$ cat config.mk
export PLATFORM = sky130hd
export DESIGN_NAME = cache_mem_arbiter
export DESIGN_NICKNAME = d
export VERILOG_FILES = /design/src/rtl/cache_mem_arbiter.sv
export SDC_FILE = /design/constraint.sdc
export NUM_CORES = 1
export LEC_CHECK = 0
export ABC_AREA = 0
export BUFFER_PORTS_ARGS = -buffer_cell sky130_fd_sc_hd__buf_2
export CAP_MARGIN = 20
export CORE_AREA = 2 2 285 287
export CTS_CLUSTER_DIAMETER = 200
export DETAILED_ROUTE_END_ITERATION = 10
export DIE_AREA = 0 0 287 289
export PLACE_DENSITY_LB_ADDON = 0.25
export SYNTH_ARGS = -nofsm -noshare
export SYNTH_HDL_FRONTEND = slang
export SYNTH_SLANG_ARGS = --single-unit
$ cat constraint.sdc
create_clock -name clk -period 2.15 [get_ports clk]
set_clock_uncertainty 0.1 [all_clocks]
set_input_delay 0.3225 -clock clk [delete_from_list [all_inputs] [get_ports clk]]
set_output_delay 0.3225 -clock clk [all_outputs]
set_load 0.005 [all_outputs]
$ cat src/rtl/cache_mem_arbiter.sv
// Shares one block-memory port between the I-cache and D-cache.
// One owner at a time; owner's command is registered onto mem_*, ready is routed back to the owner only.
module cache_mem_arbiter #(
    parameter int unsigned ADDR_W        = 28,
    parameter int unsigned DATA_W        = 128,
    parameter bit          DC_FIXED_PRIO = 1'b0
) (
    input  logic              clk,
    input  logic              proc_reset,
    input  logic              ic_read,
    input  logic [ADDR_W-1:0] ic_addr,
    output logic [DATA_W-1:0] ic_rdata,
    output logic              ic_ready,
    input  logic              dc_read,
    input  logic              dc_write,
    input  logic [ADDR_W-1:0] dc_addr,
    input  logic [DATA_W-1:0] dc_wdata,
    output logic [DATA_W-1:0] dc_rdata,
    output logic              dc_ready,
    output logic              mem_read,
    output logic              mem_write,
    output logic [ADDR_W-1:0] mem_addr,
    output logic [DATA_W-1:0] mem_wdata,
    input  logic [DATA_W-1:0] mem_rdata,
    input  logic              mem_ready,
    output logic [1:0]        arb_owner
);

    typedef enum logic [1:0] {
        IDLE = 2'd0,
        BUSY = 2'd1,
        DONE = 2'd2
    } state_t;

    state_t state;
    state_t state_next;
    logic   rr_ptr;
    logic   grant_ic_c;
    logic   grant_dc_c;
    logic   done_c;

    // State register
    always_ff @(posedge clk) begin
        if (proc_reset) begin
            state <= IDLE;
        end else begin
            state <= state_next;
        end
    end

    // Next-state and grant selection; grants are only formed in IDLE
    always_comb begin
        state_next = state;
        grant_ic_c = 1'b0;
        grant_dc_c = 1'b0;
        case (state)
            IDLE: begin
                if (ic_read && (dc_read || dc_write)) begin
                    if (DC_FIXED_PRIO || rr_ptr) begin
                        grant_dc_c = 1'b1;
                    end else begin
                        grant_ic_c = 1'b1;
                    end
                end else if (ic_read) begin
                    grant_ic_c = 1'b1;
                end else if (dc_read || dc_write) begin
                    grant_dc_c = 1'b1;
                end
                if (grant_ic_c || grant_dc_c) begin
                    state_next = BUSY;
                end
            end
            BUSY: begin
                if (mem_ready) begin
                    state_next = DONE;
                end
            end
            DONE:    state_next = IDLE;
            default: state_next = IDLE;
        endcase
    end

    // Ready strobes: zero-latency pass-through of mem_ready to the owner, suppressed under reset
    always_comb begin
        done_c   = 1'b0;
        ic_ready = 1'b0;
        dc_ready = 1'b0;
        if ((state == BUSY) && mem_ready && !proc_reset) begin
            done_c = 1'b1;
        end
        ic_ready = done_c && arb_owner[0];
        dc_ready = done_c && arb_owner[1];
    end

    // Registered memory command, owner and round-robin pointer
    always_ff @(posedge clk) begin
        if (proc_reset) begin
            mem_read  <= 1'b0;
            mem_write <= 1'b0;
            mem_addr  <= '0;
            mem_wdata <= '0;
            arb_owner <= 2'b00;
            rr_ptr    <= 1'b0;
        end else if (grant_ic_c) begin
            mem_read  <= 1'b1;
            mem_write <= 1'b0;
            mem_addr  <= ic_addr;
            mem_wdata <= '0;
            arb_owner <= 2'b01;
        end else if (grant_dc_c) begin
            mem_read  <= !dc_write;
            mem_write <= dc_write;
            mem_addr  <= dc_addr;
            mem_wdata <= dc_wdata;
            arb_owner <= 2'b10;
        end else if (done_c) begin
            mem_read  <= 1'b0;
            mem_write <= 1'b0;
            arb_owner <= 2'b00;
            rr_ptr    <= arb_owner[0];
        end
    end

    assign ic_rdata = mem_rdata;
    assign dc_rdata = mem_rdata;

endmodule

Word level (Yosys, flattened, before mapping):

Cells that the tools add are included.

* memories kept: 0
* latch bits: 0
* bits in read-only memories: 0
* flip-flop bits (word level): 163
* logic and storage cells: 53
* bits in writable memories: 0

* shift operators: 0
* equality and inequality tests: 3
* multiply operators: 0
* $add $sub $neg: 0
* reduce and logical (&&, ||, !) cells: 16
* bitwise operators: 2
* $lt $le $gt $ge: 0
* multiplexer cells: 24
* divide/modulo/power cells: 0

Operator list (number)
* 28-bit 2-to-1 mux: 2
* 1-bit 2-to-1 mux: 17
* 2-bit 2-to-1 mux: 4
* 1-bit logical AND: 5
* 2-bit != test, second input constant: 2
* 2-bit case mux with 2 select lines: 1
* 2-bit nonzero test: 2
* 3-bit AND reduction: 1
* 3-bit nonzero test: 1
* 2-bit by 1-bit equality test with 1-bit output, second input constant: 1
* 1-bit zero test: 2
* 2-bit zero test: 1
* 1-bit logical OR: 2
* 1-bit inverter: 2
* 2-bit AND reduction: 1
* 2-bit OR reduction: 1

Logic depth before layout (Yosys ltp):

* depth after elaboration: 8
* mapped depth: 6

Least setup slack after synthesis:

OpenSTA, ideal clock, no wires.

* path type: input-to-reg
* start point: input ic_read
* end point: register mem_wdata[11]
* cell stages on the path: 6
* setup slack: 612 ps
* library setup time: 122 ps
* data arrival time: 1316 ps
* path buffers: 3
* required time: 1928 ps
* cell sequence: buf_4 > or3b_4 > o21bai_2 > buf_6 > buf_6 > a21oi_1

* cells in the longest elaborated chain, start to end: 5
* elaborated cells on any way between the ends: 10
* classes of those cells: mux: 8; reduce/logical: 2

RTL lines
* start: declaration: RTL line 10 `input logic ic_read,`
* 1-bit 2-to-1 mux / 1-bit logical AND (equally long branches): RTL line 64, 58
* 1-bit 2-to-1 mux: RTL line 58 `if (ic_read && (dc_read || dc_write)) begin`
* 1-bit 2-to-1 mux (2 in a row): RTL line 56 `case (state)`
* 2-bit OR reduction (no source line)
* end signal: assignment: RTL line 114 `mem_wdata <= dc_wdata;`
* end: declaration: RTL line 23 `output logic [DATA_W-1:0] mem_wdata,`

Several ways; a longest one is shown, not always the timed one. The select of a mux whose other input is x is not followed.
A chain may end at the register's enable or synchronous reset.

Worst setup path in the final report:

* start point: register state[0]
* end point: output ic_ready

* cells in the longest elaborated chain, start to end: 5

RTL lines
* start: declaration: RTL line 35 `state_t state;`
* start signal: assignment: RTL line 47 `state <= state_next;`
* 2-bit by 1-bit equality test with 1-bit output: RTL line 88 `if ((state == BUSY) && mem_ready && !proc_reset) begin`
* 1-bit logical AND (2 in a row): RTL line 88
* 1-bit 2-to-1 mux: RTL line 88
* 1-bit logical AND: RTL line 91 `ic_ready = done_c && arb_owner[0];`
* end: declaration: RTL line 13 `output logic ic_ready,`

Every way passes these cells.

==> key figures <==
CTS
  – Post-CTS setup buffer count: 0
  – Clock-pin slew on the worst setup and hold paths: 0.08 ns
  – H-tree depth: 4
  – Worst-case clock buffer depth: 2
  – CTS tree: yes
  – Clk sink count: 163
  – CTS Buf Count: 17
  – Worst skew pair latency: 0.48 ns
  – Root Buffer: clkbuf_16

Finish
  – Register area: 3260 sq um
  – Fillers: 9148
  – Layout cells sized above 1: 0.344
  – Layout Cells excl Fill: 2378
  – Layout area overhead: 39.0%
  – Multi-input logic area: 3350 sq um
  – Final #Nets: 1623
  – Number of antenna diodes: 0

Yosys
  – Post-synth EDFFs: 0
  – Mux cell area share after synthesis: 0
  – Ys async rst share: 0
  – Area fraction of the dominant cell type after synthesis: 0.353
  – Synth Area in Adders: 0
  – Main synth FF type: dfxtp_1
  – XOR/XNOR share of the synthesized area: 0
  – Mapped cell area: 9240 sq um
  – Synth warnings: 0
  – Sequential share of the synthesized area: 0.353
  – Synthesized net count: 1396
  – #FFs+latches synth: 163
  – Synth Area in Compound Gates: 0.240
  – Mapped Cells: 1078
  – Post-Synth Simple-Gate Area: 0.120
  – Top cells by area, synth: dfxtp_1 35%, buf_4 21%, nand4_1 11%
  – Cell taking the most area after synthesis: dfxtp_1
  – Post-synthesis cell type count: 33
  – Avg Cell Area, Syn: 8.57 sq um
  – Largest family of logic cells by synthesized area: buffers and inverters

STA
  – Setup TNS: 0 ns
  – Fin. max-slew vios: 0
  – Final period util: 0.926
  – Final Hold Violating Endpoints: 0
  – Finish-stage setup viols: 0
  – Post-route worst setup slack: 0.159 ns
  – Least-Margin Pin Slew: 0.419 ns
  – Setup repair after global routing missed its margin: false
  – Fmax: 0.502 GHz
  – Final min period: 1.99 ns
  – Slew headroom: 0.721

Floorplan
  – Die Ht: 289 um
  – Die width: 287 um
  – DIE AREA: 82900 sq um
  – Std cell rows: 104
  – Core ar.: 79900 sq um
  – Starting Density: 0.116
  – Top Ports: 736

Global route
  – Gr busiest metal: met2
  – Overflow after GRT: 0
  – Largest net degree at the start of global routing: 73
  – GR Layer Usage met3: 0.0390
  – GRT Total Usage: 0.0898
  – Met1 usage: 0.102
  – Initial antenna violation count: 1
  – Global-route wire length before repair: 56200 um
  – Routing usage on met2: 0.139
  – Vias in the first global route: 9134

Placed design
  – Detailed placement HPWL: 26700 um
  – IO Port Bufs: 351
  – Pre-CTS setup slack: 0.287 ns
  – Cells after DPL: 2165
  – Gpl congestion: 0.728

Run status
  – Outcome: finished, final reports clean

Drt
  – Mean number of vias per cell: 3.84
  – Antenna viol nets, final: 0
  – 1st-iter DRT viols: 381
  – Wire length after detailed routing: 38900 um
  – First drt pass iteration count: 5
  – Routed length per instance: 16.4 um
  – Post-route DRC: 0
  – Vias: 9130

Power
  – Lkg Pwr: 5.13 nW
  – Power density over cell area: 669 nW/um^2
  – VDD IR max: 480 uV

Setup path
  – CP Class: reg -> out
  – CP endpoint kind: output port
  – Critical path launch point type: flip-flop
  – R2R depth: 5
  – Crit path DAT: 1.57 ns
  – CP Data Required Time: 1.73 ns
  – Worst-path maximum fanout: 5

Hold path
  – Hold depth: 3
  – Hold WC Path Type: in -> reg

Flow run
  – MaxCap Viol Count: 0
## metrics by stage
step                power [mW]  utilization  hold WS (ns)  instance area (sq um)
floorplan                 4.61            -         0.361                   9240
global placement          5.00        0.130         0.350                  10400
detailed placement        5.01        0.130         0.356                  10400
CTS                       8.83        0.161       0.00677                  12800
global route              9.08        0.161        0.0486                  12800
finish                    8.59        0.161        0.0690                  12800
## registers in the layout, summed over array words and instances (netlist names)
name       flops
mem_wdata    128
rr_ptr         1
arb_owner      2
state          2
mem_write      1
mem_addr      28
mem_read       1
## per-layer routing
layer | vias up | routed length, um | part of all wire
met5 | - | 47 | 0.0012
met4 | 2 | 1760 | 0.045
met3 | 108 | 3660 | 0.094
met2 | 472 | 17700 | 0.45
met1 | 4318 | 15800 | 0.41
li1 | 4230 | - | -
## worst paths after layout
| check | from | endpoint | slack (ns) |
|---|---|---|---|
| max | state[0] | ic_ready | 0.16 |
| min | dc_addr[4] | mem_addr[4] | 0.07 |
| min reg2reg | mem_wdata[79] | mem_wdata[79] | 0.36 |
| max reg2reg | state[1] | mem_wdata[62] | 0.37 |
## what timing repair did
action | in CTS | in global routing
hold buffers | 181 | 0
gates resized for setup | 0 | 0
endpoints found under the hold margin | 160 | 0
## final cells by class
type / instances / area share
repair buffers: 591 / 0.333
multi-input cells: 530 / 0.261
flip-flops and latches: 163 / 0.254
well taps: 1060 / 0.103
clock buffers: 18 / 0.0342
clock inverters: 14 / 0.0136
inverters: 2 / 0.000585
## worst max-delay path, stage by stage, from the launching register on
cell       delay (ns)
dfxtp_1          0.47
nand4bb_1        0.17
inv_1            0.14
nand2_1          0.12
inv_1            0.08
buf_2            0.11
## synthesized netlist by cell type, drive strengths merged (2+ instances only)
cell      n
o211ai    2
nand2     4
inv       2
nand4   156
or2       3
dfxtp   163
clkbuf   58
buf     325
o31ai   128
nor2      4
a21oi   161
o21ai    30
a311oi   28
nand3     2
## power by group
group	switching, mW	total, mW	leakage (nW)	internal, mW
logic	1.03	1.86	3.51	0.835
clock network	1.54	3.41	0.294	1.87
registers	0.109	3.31	1.33	3.20
## cells by family after synthesis
| logic type | after synthesis |
|---|---|
| flip-flops | 163 |
| AND/OR/NAND/NOR | 177 |
| AO/OA/AOI/OAI | 353 |
| buffers and inverters | 385 |
## layout by cell type (no fill, tap or decap), types with 2 or more instances in the layout
cell	count
buf_2	351
dlygate4sd3_1	181
dfxtp_1	163
a21oi_1	161
nand4_1	156
o31ai_1	128
buf_4	38
a311oi_1	28
o21ai_0	23
buf_12	21
clkbuf_16	17
o21ai_1	6
nand2_1	4
inv_6	4
clkinvlp_4	3
bufinv_16	3
inv_1	2
or2_4	2
nor2_4	2
nand3_1	2
o211ai_1	2
clkinv_4	2
clkinv_2	2
No activity file was read; power rests on OpenSTA's default activity.
